File: src/rtl/q_pulse_decoder.sv
`default_nettype none
// ============================================================================
// Module      : q_pulse_decoder
// Description : Receive side of the resonant system emulator link. Counts
//               the rising edges of the serialized Q pulse train, closes a
//               train after an idle timeout, and presents
//               count * Q_PER_PULSE (saturated) with a valid/ack handshake.
// Revision    : 1.0 - initial release
// ============================================================================
module q_pulse_decoder #(
    parameter int BUS_WIDTH    = 10,
    parameter int Q_PER_PULSE  = 30,
    parameter int IDLE_TIMEOUT = 16,
    parameter int CNT_W        = 8
) (
    input  logic                 clk,
    input  logic                 rst,
    input  logic                 start,
    input  logic                 q_serialized,
    input  logic                 ack,
    output logic [BUS_WIDTH-1:0] o_q_parallel,
    output logic [BUS_WIDTH-1:0] o_n_pulses,
    output logic                 o_valid,
    output logic                 o_sat,
    output logic                 o_busy
);

    localparam logic [1:0] c_ST_IDLE  = 2'd0;
    localparam logic [1:0] c_ST_ARMED = 2'd1;
    localparam logic [1:0] c_ST_COUNT = 2'd2;
    localparam logic [1:0] c_ST_DONE  = 2'd3;

    // Product is wide enough for the full count times the quantum, never
    // narrower than BUS_WIDTH+7 bits.
    localparam int c_QW     = $clog2(Q_PER_PULSE + 1);
    localparam int c_PROD_W = BUS_WIDTH + ((c_QW > 7) ? c_QW : 7);

    localparam logic [BUS_WIDTH-1:0] c_CNT_MAX   = '1;
    localparam logic [c_PROD_W-1:0]  c_Q_MAX     = {{(c_PROD_W-BUS_WIDTH){1'b0}}, c_CNT_MAX};
    localparam logic [c_PROD_W-1:0]  c_QPP       = c_PROD_W'(Q_PER_PULSE);
    localparam logic [CNT_W-1:0]     c_IDLE_LAST = CNT_W'(IDLE_TIMEOUT - 1);

    logic                 r_s1;
    logic                 r_s2;
    logic                 r_s3;
    logic [1:0]           r_state;
    logic [BUS_WIDTH-1:0] r_cnt;
    logic [CNT_W-1:0]     r_idle;
    logic                 r_sat;
    logic [BUS_WIDTH-1:0] r_q_parallel;
    logic [BUS_WIDTH-1:0] r_n_pulses;
    logic                 r_valid;
    logic                 r_out_sat;

    logic                 w_rise;
    logic [c_PROD_W-1:0]  w_prod;
    logic                 w_prod_ovf;

    // One pulse is one rising edge of the synchronized train, independent of
    // the idle level of the line.
    assign w_rise     = r_s2 & ~r_s3;
    assign w_prod     = c_PROD_W'(r_cnt) * c_QPP;
    assign w_prod_ovf = (w_prod > c_Q_MAX);

    // Two-flop synchronizer plus one delayed copy for edge detection.
    always_ff @(posedge clk or posedge rst) begin
        if (rst) begin
            r_s1 <= 1'b0;
            r_s2 <= 1'b0;
            r_s3 <= 1'b0;
        end else begin
            r_s1 <= q_serialized;
            r_s2 <= r_s1;
            r_s3 <= r_s2;
        end
    end

    // Train FSM: arm, count edges until the idle timeout, hold result until ack.
    always_ff @(posedge clk or posedge rst) begin
        if (rst) begin
            r_state      <= c_ST_IDLE;
            r_cnt        <= '0;
            r_idle       <= '0;
            r_sat        <= 1'b0;
            r_q_parallel <= '0;
            r_n_pulses   <= '0;
            r_valid      <= 1'b0;
            r_out_sat    <= 1'b0;
        end else begin
            case (r_state)
                c_ST_IDLE: begin
                    r_cnt  <= '0;
                    r_idle <= '0;
                    r_sat  <= 1'b0;
                    if (start) begin
                        r_state <= c_ST_ARMED;
                    end
                end
                c_ST_ARMED: begin
                    // Abort has priority over a coincident edge.
                    if (!start) begin
                        r_state <= c_ST_IDLE;
                    end else if (w_rise) begin
                        r_cnt   <= BUS_WIDTH'(1);
                        r_idle  <= '0;
                        r_state <= c_ST_COUNT;
                    end
                end
                c_ST_COUNT: begin
                    if (!start) begin
                        r_cnt   <= '0;
                        r_idle  <= '0;
                        r_sat   <= 1'b0;
                        r_state <= c_ST_IDLE;
                    end else if (w_rise) begin
                        // An edge on the timeout cycle keeps the train alive.
                        if (r_cnt == c_CNT_MAX) begin
                            r_sat <= 1'b1;
                        end else begin
                            r_cnt <= r_cnt + BUS_WIDTH'(1);
                        end
                        r_idle <= '0;
                    end else if (r_idle == c_IDLE_LAST) begin
                        r_state      <= c_ST_DONE;
                        r_valid      <= 1'b1;
                        r_n_pulses   <= r_cnt;
                        r_q_parallel <= w_prod_ovf ? c_CNT_MAX : w_prod[BUS_WIDTH-1:0];
                        r_out_sat    <= r_sat | w_prod_ovf;
                    end else begin
                        r_idle <= r_idle + CNT_W'(1);
                    end
                end
                default: begin
                    // DONE: result frozen; edges and start ignored until ack.
                    if (ack) begin
                        r_valid      <= 1'b0;
                        r_n_pulses   <= '0;
                        r_q_parallel <= '0;
                        r_out_sat    <= 1'b0;
                        r_cnt        <= '0;
                        r_idle       <= '0;
                        r_sat        <= 1'b0;
                        r_state      <= c_ST_IDLE;
                    end
                end
            endcase
        end
    end

    assign o_q_parallel = r_q_parallel;
    assign o_n_pulses   = r_n_pulses;
    assign o_valid      = r_valid;
    assign o_sat        = r_out_sat;
    assign o_busy       = (r_state == c_ST_ARMED) | (r_state == c_ST_COUNT);

endmodule
`default_nettype wire

File: config.mk
export PLATFORM = sky130hd
export DESIGN_NAME = q_pulse_decoder
export DESIGN_NICKNAME = d
export VERILOG_FILES = /design/src/rtl/q_pulse_decoder.sv
export SDC_FILE = /design/constraint.sdc
export NUM_CORES = 1
export LEC_CHECK = 0
export CORE_UTILIZATION = 55
export CTS_CLUSTER_SIZE = 28
export DETAILED_ROUTE_END_ITERATION = 10
export GPL_TIMING_DRIVEN = 0
export PLACE_DENSITY_LB_ADDON = 0.1
export SLEW_MARGIN = 5
export SYNTH_ARGS = -nofsm -noshare
export SYNTH_HDL_FRONTEND = slang
export SYNTH_SLANG_ARGS = --single-unit
export TNS_END_PERCENT = 100
File: constraint.sdc
create_clock -name clk -period 11.2 [get_ports clk]
set_clock_uncertainty 0.1 [all_clocks]
set_input_delay 1.68 -clock clk [delete_from_list [all_inputs] [get_ports clk]]
set_output_delay 1.68 -clock clk [all_outputs]
set_load 0.1 [all_outputs]
==> flow_summary_export.csv <==
group,metric,value,unit
status,outcome,"finished clean",
clock_network,clk_pin_slew,0.10,ns
run,max_cap_viol_count,0,
clock_network,cts_setup_buffers,0,
place,place_area,3840,um^2
logic_synthesis,async_flop_share,1.00,
power,power_switching,0.220,mW
grt,antenna_found_initial,0,
logic_synthesis,yosys_warnings,0,
place,dp_hpwl,5.59,mm
worst_hold_path,min_path_cells,0,
logic_synthesis,ys_ff_latch,46,
logic_synthesis,syn_area,3470,um^2
clock_network,clock_sinks,46,
sta,drv_slew,0,
place,place_ws,7.17,ns
sta,finalSetupViolCount,0,
worst_hold_path,min_from,"r_s1",
logic_synthesis,yosysTopAreaCellShare,0.332,
detailed_routing,postRouteAntennaNets,0,
clock_network,cts_inserted_buffers,5,
die,core_area,5990,um^2
die,die_y,81.4,um
detailed_routing,wl_per_cell,15.1,um
setup_path,max_stage_delay,1.14,ns
detailed_routing,vias,2847,
setup_path,critPathLaunch,"r_state[1]",
detailed_routing,drt_iter0_markers,189,
place,gp_congestion,0.876,
worst_hold_path,hold_end,"r_s2",
die,fp-row-count,28,
finish,fin_nets,470,
sta,final.setup.worst_slack,7.11,ns
logic_synthesis,syn_inst,385,
grt,grt_max_degree,40,
logic_synthesis,syn-num-nets,436,
setup_path,cp-end-kind,"primary output",
sta,finalCriticalPeriod,4.09,ns
clock_network,cts-resized-gates,0,
power,p_seq_frac,0.372,
power,power.total,0.505,mW
grt,grt_use_total,0.263,
logic_synthesis,synth.area.top_cells,"dfrtp_1 33%, ha_1 10%, fa_1 9.8%",
setup_path,worstPathArrival,2.31,ns
finish,final_area,3930,um^2
clock_network,cts-root-buf,"clkbuf_8",
power,power_frac_clock,0.207,
logic_synthesis,synth_edf_count,0,
logic_synthesis,seq_area_frac_synth,0.332,
clock_network,ctsHoldBuffers,0,
clock_network,h-tree-depth,2,
place,io_buffers,26,
die,die_w,81.4,um
setup_path,crit_fanout,4,
power,swShare,0.436,
logic_synthesis,syn_avg_cell_area,9.02,um^2
logic_synthesis,synth_top_area_cell,"dfrtp_1",
setup_path,criticalPathCategory,"flip-flop to primary output",
die,start_util,0.579,
grt,grt_overflow_total,0,
clock_network,clock_latency,0.31,ns
worst_hold_path,hold_class,"flip-flop to flip-flop",
setup_path,critPathSlowestCell,"clkdlybuf4s50_1",
setup_path,rr_startpoint,"r_cnt[3]",
power,internal_power,0.285,mW
setup_path,start_kind,"flip-flop",
setup_path,reg2reg_depth,12,
clock_network,clockBufferDepth,2,
logic_synthesis,synth_flop_cell,"dfrtp_1",
power,ir_worst_vdd,128,uV
setup_path,worstReg2RegEnd,"o_q_parallel[1]",
sta,period_share,0.365,
detailed_routing,firstDrtPassIters,4,
finish,num_antenna_cells,0,
finish,drive_above_1_share,0.0643,
power,power_leakage,1.78,nW
power,power_density,128,nW/um^2
grt,grt_first_pass_wirelength,13.2,mm
detailed_routing,remaining_drc_errors,0,
die,die-area,6630,um^2
setup_path,path_cells,"inv_1 -> ha_1 -> clkdlybuf4s50_1",
finish,area_growth,13.3,%
setup_path,r2r_slack,7.16,ns
sta,slew_headroom,0.346,
sta,report.final.hold_viol_count,0,
setup_path,cp.required,9.42,ns
sta,rsz0062_at_grt,"no",
sta,max_freq,244,MHz
detailed_routing,vias_per_cell,5.75,
clock_network,cts_tree,"yes",
logic_synthesis,ys_types,50,
sta,fin_setup_tns,0,ns
die,io_pins,28,
sta,worst_pin_slew,0.978,ns
power,p_comb_frac,0.421,
detailed_routing,routed_wl,7.47,mm
grt,grt_pass1_vias,2743,
==> cell families (layout without fill, tap and decap cells) <==
group / Yosys count / count (layout) / share of synthesized area
buf+inv: 57 / 92 / 0.0671
simple gates: 125 / 125 / 0.178
mux: 4 / 4 / 0.0115
flops: 46 / 46 / 0.332
xor+xnor: 13 / 13 / 0.0328
compound gates: 94 / 94 / 0.177
fa+ha+maj: 46 / 46 / 0.203
==> worst max-delay path, delay by kind of cell (launching register included) <==
kind                     cells  cell delay, ns
adder cells (fa/ha/maj)      1            0.33
flip-flops                   1            0.43
buffers and inverters        2            1.24
==> stage by stage <==
| step | utilization | hold WS (ns) | std cells |
|---|---|---|---|
| 3_3_place_gp | 0.638 | 0.232 | 486 |
| 5_1_grt | 0.656 | 0.266 | 495 |
| 6_report | 0.656 | 0.253 | 495 |
| 4_1_cts | 0.656 | 0.258 | 495 |
| 2_1_floorplan | - | 0.231 | 385 |
| 3_5_place_dp | 0.642 | 0.236 | 487 |
==> area by class of cell <==
cell class,instances,area (um^2)
Timing Repair Buffer,27,280
Tap cell,75,93.8
Sequential cell,46,1150
Buffer,17,82.6
Fill cell,517,2060
Clock buffer,5,68.8
Multi-Input combinational cell,282,2090
Inverter,40,150
Clock inverter,3,18.8
==> power by group through the flow <==
| stage | sequential, mW | clock [mW] | combinational, mW |
|---|---|---|---|
| 6_report | 0.188 | 0.105 | 0.212 |
| 3_3_place_gp | 0.191 | 0 | 0.208 |
| 3_5_place_dp | 0.191 | 0 | 0.211 |
| 5_1_grt | 0.190 | 0.116 | 0.235 |
| 2_1_floorplan | 0.204 | 0 | 0.147 |
| 4_1_cts | 0.188 | 0.108 | 0.213 |
==> layout by cell type (no fill, tap or decap), types with 2 or more instances in the layout <==
cell type,synthesis,layout
clkbuf_8,0,5
and3_1,2,2
fa_1,17,17
a31oi_1,5,5
and4_1,2,2
o21ai_1,3,3
nor2_1,26,26
a21o_2,2,2
nand3_1,9,9
clkdlybuf4s50_1,0,26
a21oi_1,25,25
a22o_1,2,2
dfrtp_1,46,46
a211oi_1,5,5
buf_2,6,6
nor3_1,5,5
xor2_1,4,4
inv_1,40,39
a22oi_1,10,10
o21ai_0,25,25
clkbuf_1,9,9
o31ai_1,2,2
nor4_1,7,7
nand2b_1,4,4
nand2_1,46,46
nor4b_1,6,6
o21a_1,2,2
ha_1,29,29
mux2i_1,4,4
nand4_1,5,5
clkinv_2,0,2
or3_1,6,6
nor2b_1,2,2
a21o_1,2,2
xnor2_1,9,9
==> cells in the mapped netlist, types with 3 or more instances <==
| cell | count |
|---|---|
| dfrtp_1 | 46 |
| nand2_1 | 46 |
| inv_1 | 40 |
| ha_1 | 29 |
| nor2_1 | 26 |
| a21oi_1 | 25 |
| o21ai_0 | 25 |
| fa_1 | 17 |
| a22oi_1 | 10 |
| clkbuf_1 | 9 |
| nand3_1 | 9 |
| xnor2_1 | 9 |
| nor4_1 | 7 |
| buf_2 | 6 |
| nor4b_1 | 6 |
| or3_1 | 6 |
| a211oi_1 | 5 |
| a31oi_1 | 5 |
| nand4_1 | 5 |
| nor3_1 | 5 |
| mux2i_1 | 4 |
| nand2b_1 | 4 |
| xor2_1 | 4 |
| o21ai_1 | 3 |
==> flip-flops by register name, summed over array words and instances (netlist names) <==
signal,flops
o_valid,1
r_state,2
r_cnt,10
o_sat,1
r_s1,1
o_n_pulses,10
o_q_parallel,10
r_idle,8
r_s2,1
r_sat,1
r_s3,1
==> how the worst max path moves through the flow <==
stage,to,slack [ns],cells past startpoint
after floorplan,o_q_parallel[1],7.55,12
after global placement,o_sat,7.22,12
after detailed placement,o_q_parallel[5],7.17,12
after CTS,o_busy,7.11,3
after global routing,o_q_parallel[1],6.83,13
final,o_busy,7.11,3
==> per-layer routing <==
layer / global-route usage / wire length, um / share of wire
met4: 0.0589 / 65 / 0.0087
met1: 0.375 / 3630 / 0.49
met3: 0.0467 / 275 / 0.037
met2: 0.417 / 3500 / 0.47
met5: 0 / 0 / 0
Power figures use the tool's default switching activity.
==> RTL edit: new RTL, same flow settings <==
The parameter `BUS_WIDTH` goes from 10 to 20.
--- a/src/rtl/q_pulse_decoder.sv
+++ b/src/rtl/q_pulse_decoder.sv
@@ -9,5 +9,5 @@
 // ============================================================================
 module q_pulse_decoder #(
-    parameter int BUS_WIDTH    = 10,
+    parameter int BUS_WIDTH    = 20,
     parameter int Q_PER_PULSE  = 30,
     parameter int IDLE_TIMEOUT = 16,
Interface: changed (resized o_n_pulses and o_q_parallel); port bits go from 28 to 48. No check against the original RTL was run, so the function may have changed too.
==> RTL edit against the original RTL <==
First-iteration DRC count increased by 34%; final area rose by 71%; utilization shrank 0.74 points; sequential cell count increased by 30; die area rose by 68%; final cell count increased by 64%; synthesized area up 70%; combinational power up 31%; power increased by 52%; worst setup slack got worse by 0.23 ns; routed wire length up 77%; largest cell class unchanged; largest power group is now registers; highest routed layer unchanged.
==> RTL edit: results (changes against the original RTL) <==
HPWL Detailed=10,380 µm (+86%); status=finished, final reports clean; Clock Latency Late Sink=0.37 ns (+0.06 ns); Max FO, Critical Path=10 (+6); CTS Buf Count=9 (+4); IO Port Bufs=47 (+81%); Tot GR Track Use=25.86% (-0.46 points); wire per inst=16.35 µm (+8.3%); slowest cell delay on critical path=0.54 ns (-0.60 ns); global-route wire length before repair=22,800 µm (+73%); adder-cell share of the synthesized area=23.19% (+2.9 points); sequential power=0.292 mW (+55%); nets=761 (+62%); post-synth cell types=67 (+34%); Post-synth top cells=dfrtp_1 (76), inv_1 (67), nand2_1 (59); reg2reg end=o_q_parallel[15]$_DFFE_PP0P_; compound-cell area share of the yosys netlist=18.98% (+1.3 points); pin count of the biggest net entering global routing=42 (+5.0%); 1st-iter DRT viols=253 (+34%); internal power=0.4288 mW (+51%); synth top area cells=dfrtp_1 (32%), fa_1 (13%), ha_1 (11%); layout cell share with drive strength beyond 1=7.270% (+0.84 points); Final GP Congestion=0.8805 (+0.48%); worst vdd ir=0.09062 mV (-29%); crit path max-delay cell type=dfrtp_1; RR Startpoint=r_cnt[17]$_DFFE_PP0P_; fill count=877 (+70%); slew margin rel.=35.27% (+0.69 points)
[RTL edit: metal layers]
metal	up-vias	part of all wire (%)	GRT usage, %
li1	2221	-	-
met1	2250	50	37.47
met2	97	45	40.13
met3	15	3.1	3.092
met4	0	1.6	9.325
met5	-	0	0
[RTL edit: area by class of cell]
type	instances	area, µm²	area share, %
repair buffers	48	490.5	7.288
flip-flops and latches	76	1902	28.26
clock buffers	10	127.6	1.896
plain buffers	25	126.4	1.878
clock inverters	6	47.55	0.7065
multi-input cells	442	3612	53.67
well taps	136	170.2	2.528
inverters	67	254.0	3.774
[RTL edit: per-stage QoR]
step,cells,instance area (µm²),hold slack (ns),worst slack [ns],power [mW]
2_1_floorplan,610,5892,0.2312,7.373,0.4942
3_3_place_gp,793,6533,0.2423,6.239,0.5640
3_5_place_dp,794,6555,0.2477,6.730,0.5724
4_1_cts,810,6730,0.2703,6.881,0.7685
5_1_grt,810,6730,0.2824,6.642,0.8077
6_report,810,6730,0.2681,6.881,0.7668
[RTL edit: worst max-delay path by stage]
stage,end,from,cells past startpoint
2_1_floorplan,o_q_parallel[15]$_DFFE_PP0P_,r_cnt[13]$_DFFE_PP0P_,14
3_5_place_dp,r_cnt[17]$_DFFE_PP0P_,start,8
3_3_place_gp,o_q_parallel[4]$_DFFE_PP0P_,rst,2
5_1_grt,o_q_parallel[0]$_DFFE_PP0P_,r_cnt[17]$_DFFE_PP0P_,14
4_1_cts,o_q_parallel[0]$_DFFE_PP0P_,r_cnt[17]$_DFFE_PP0P_,14
6_report,o_q_parallel[15]$_DFFE_PP0P_,r_cnt[17]$_DFFE_PP0P_,13
[RTL edit: logic make-up after synthesis]
kind of cell | Yosys count
mux | 1
simple gates | 161
buf+inv | 92
fa+ha+maj | 87
xor+xnor | 38
compound gates | 155
flops | 76
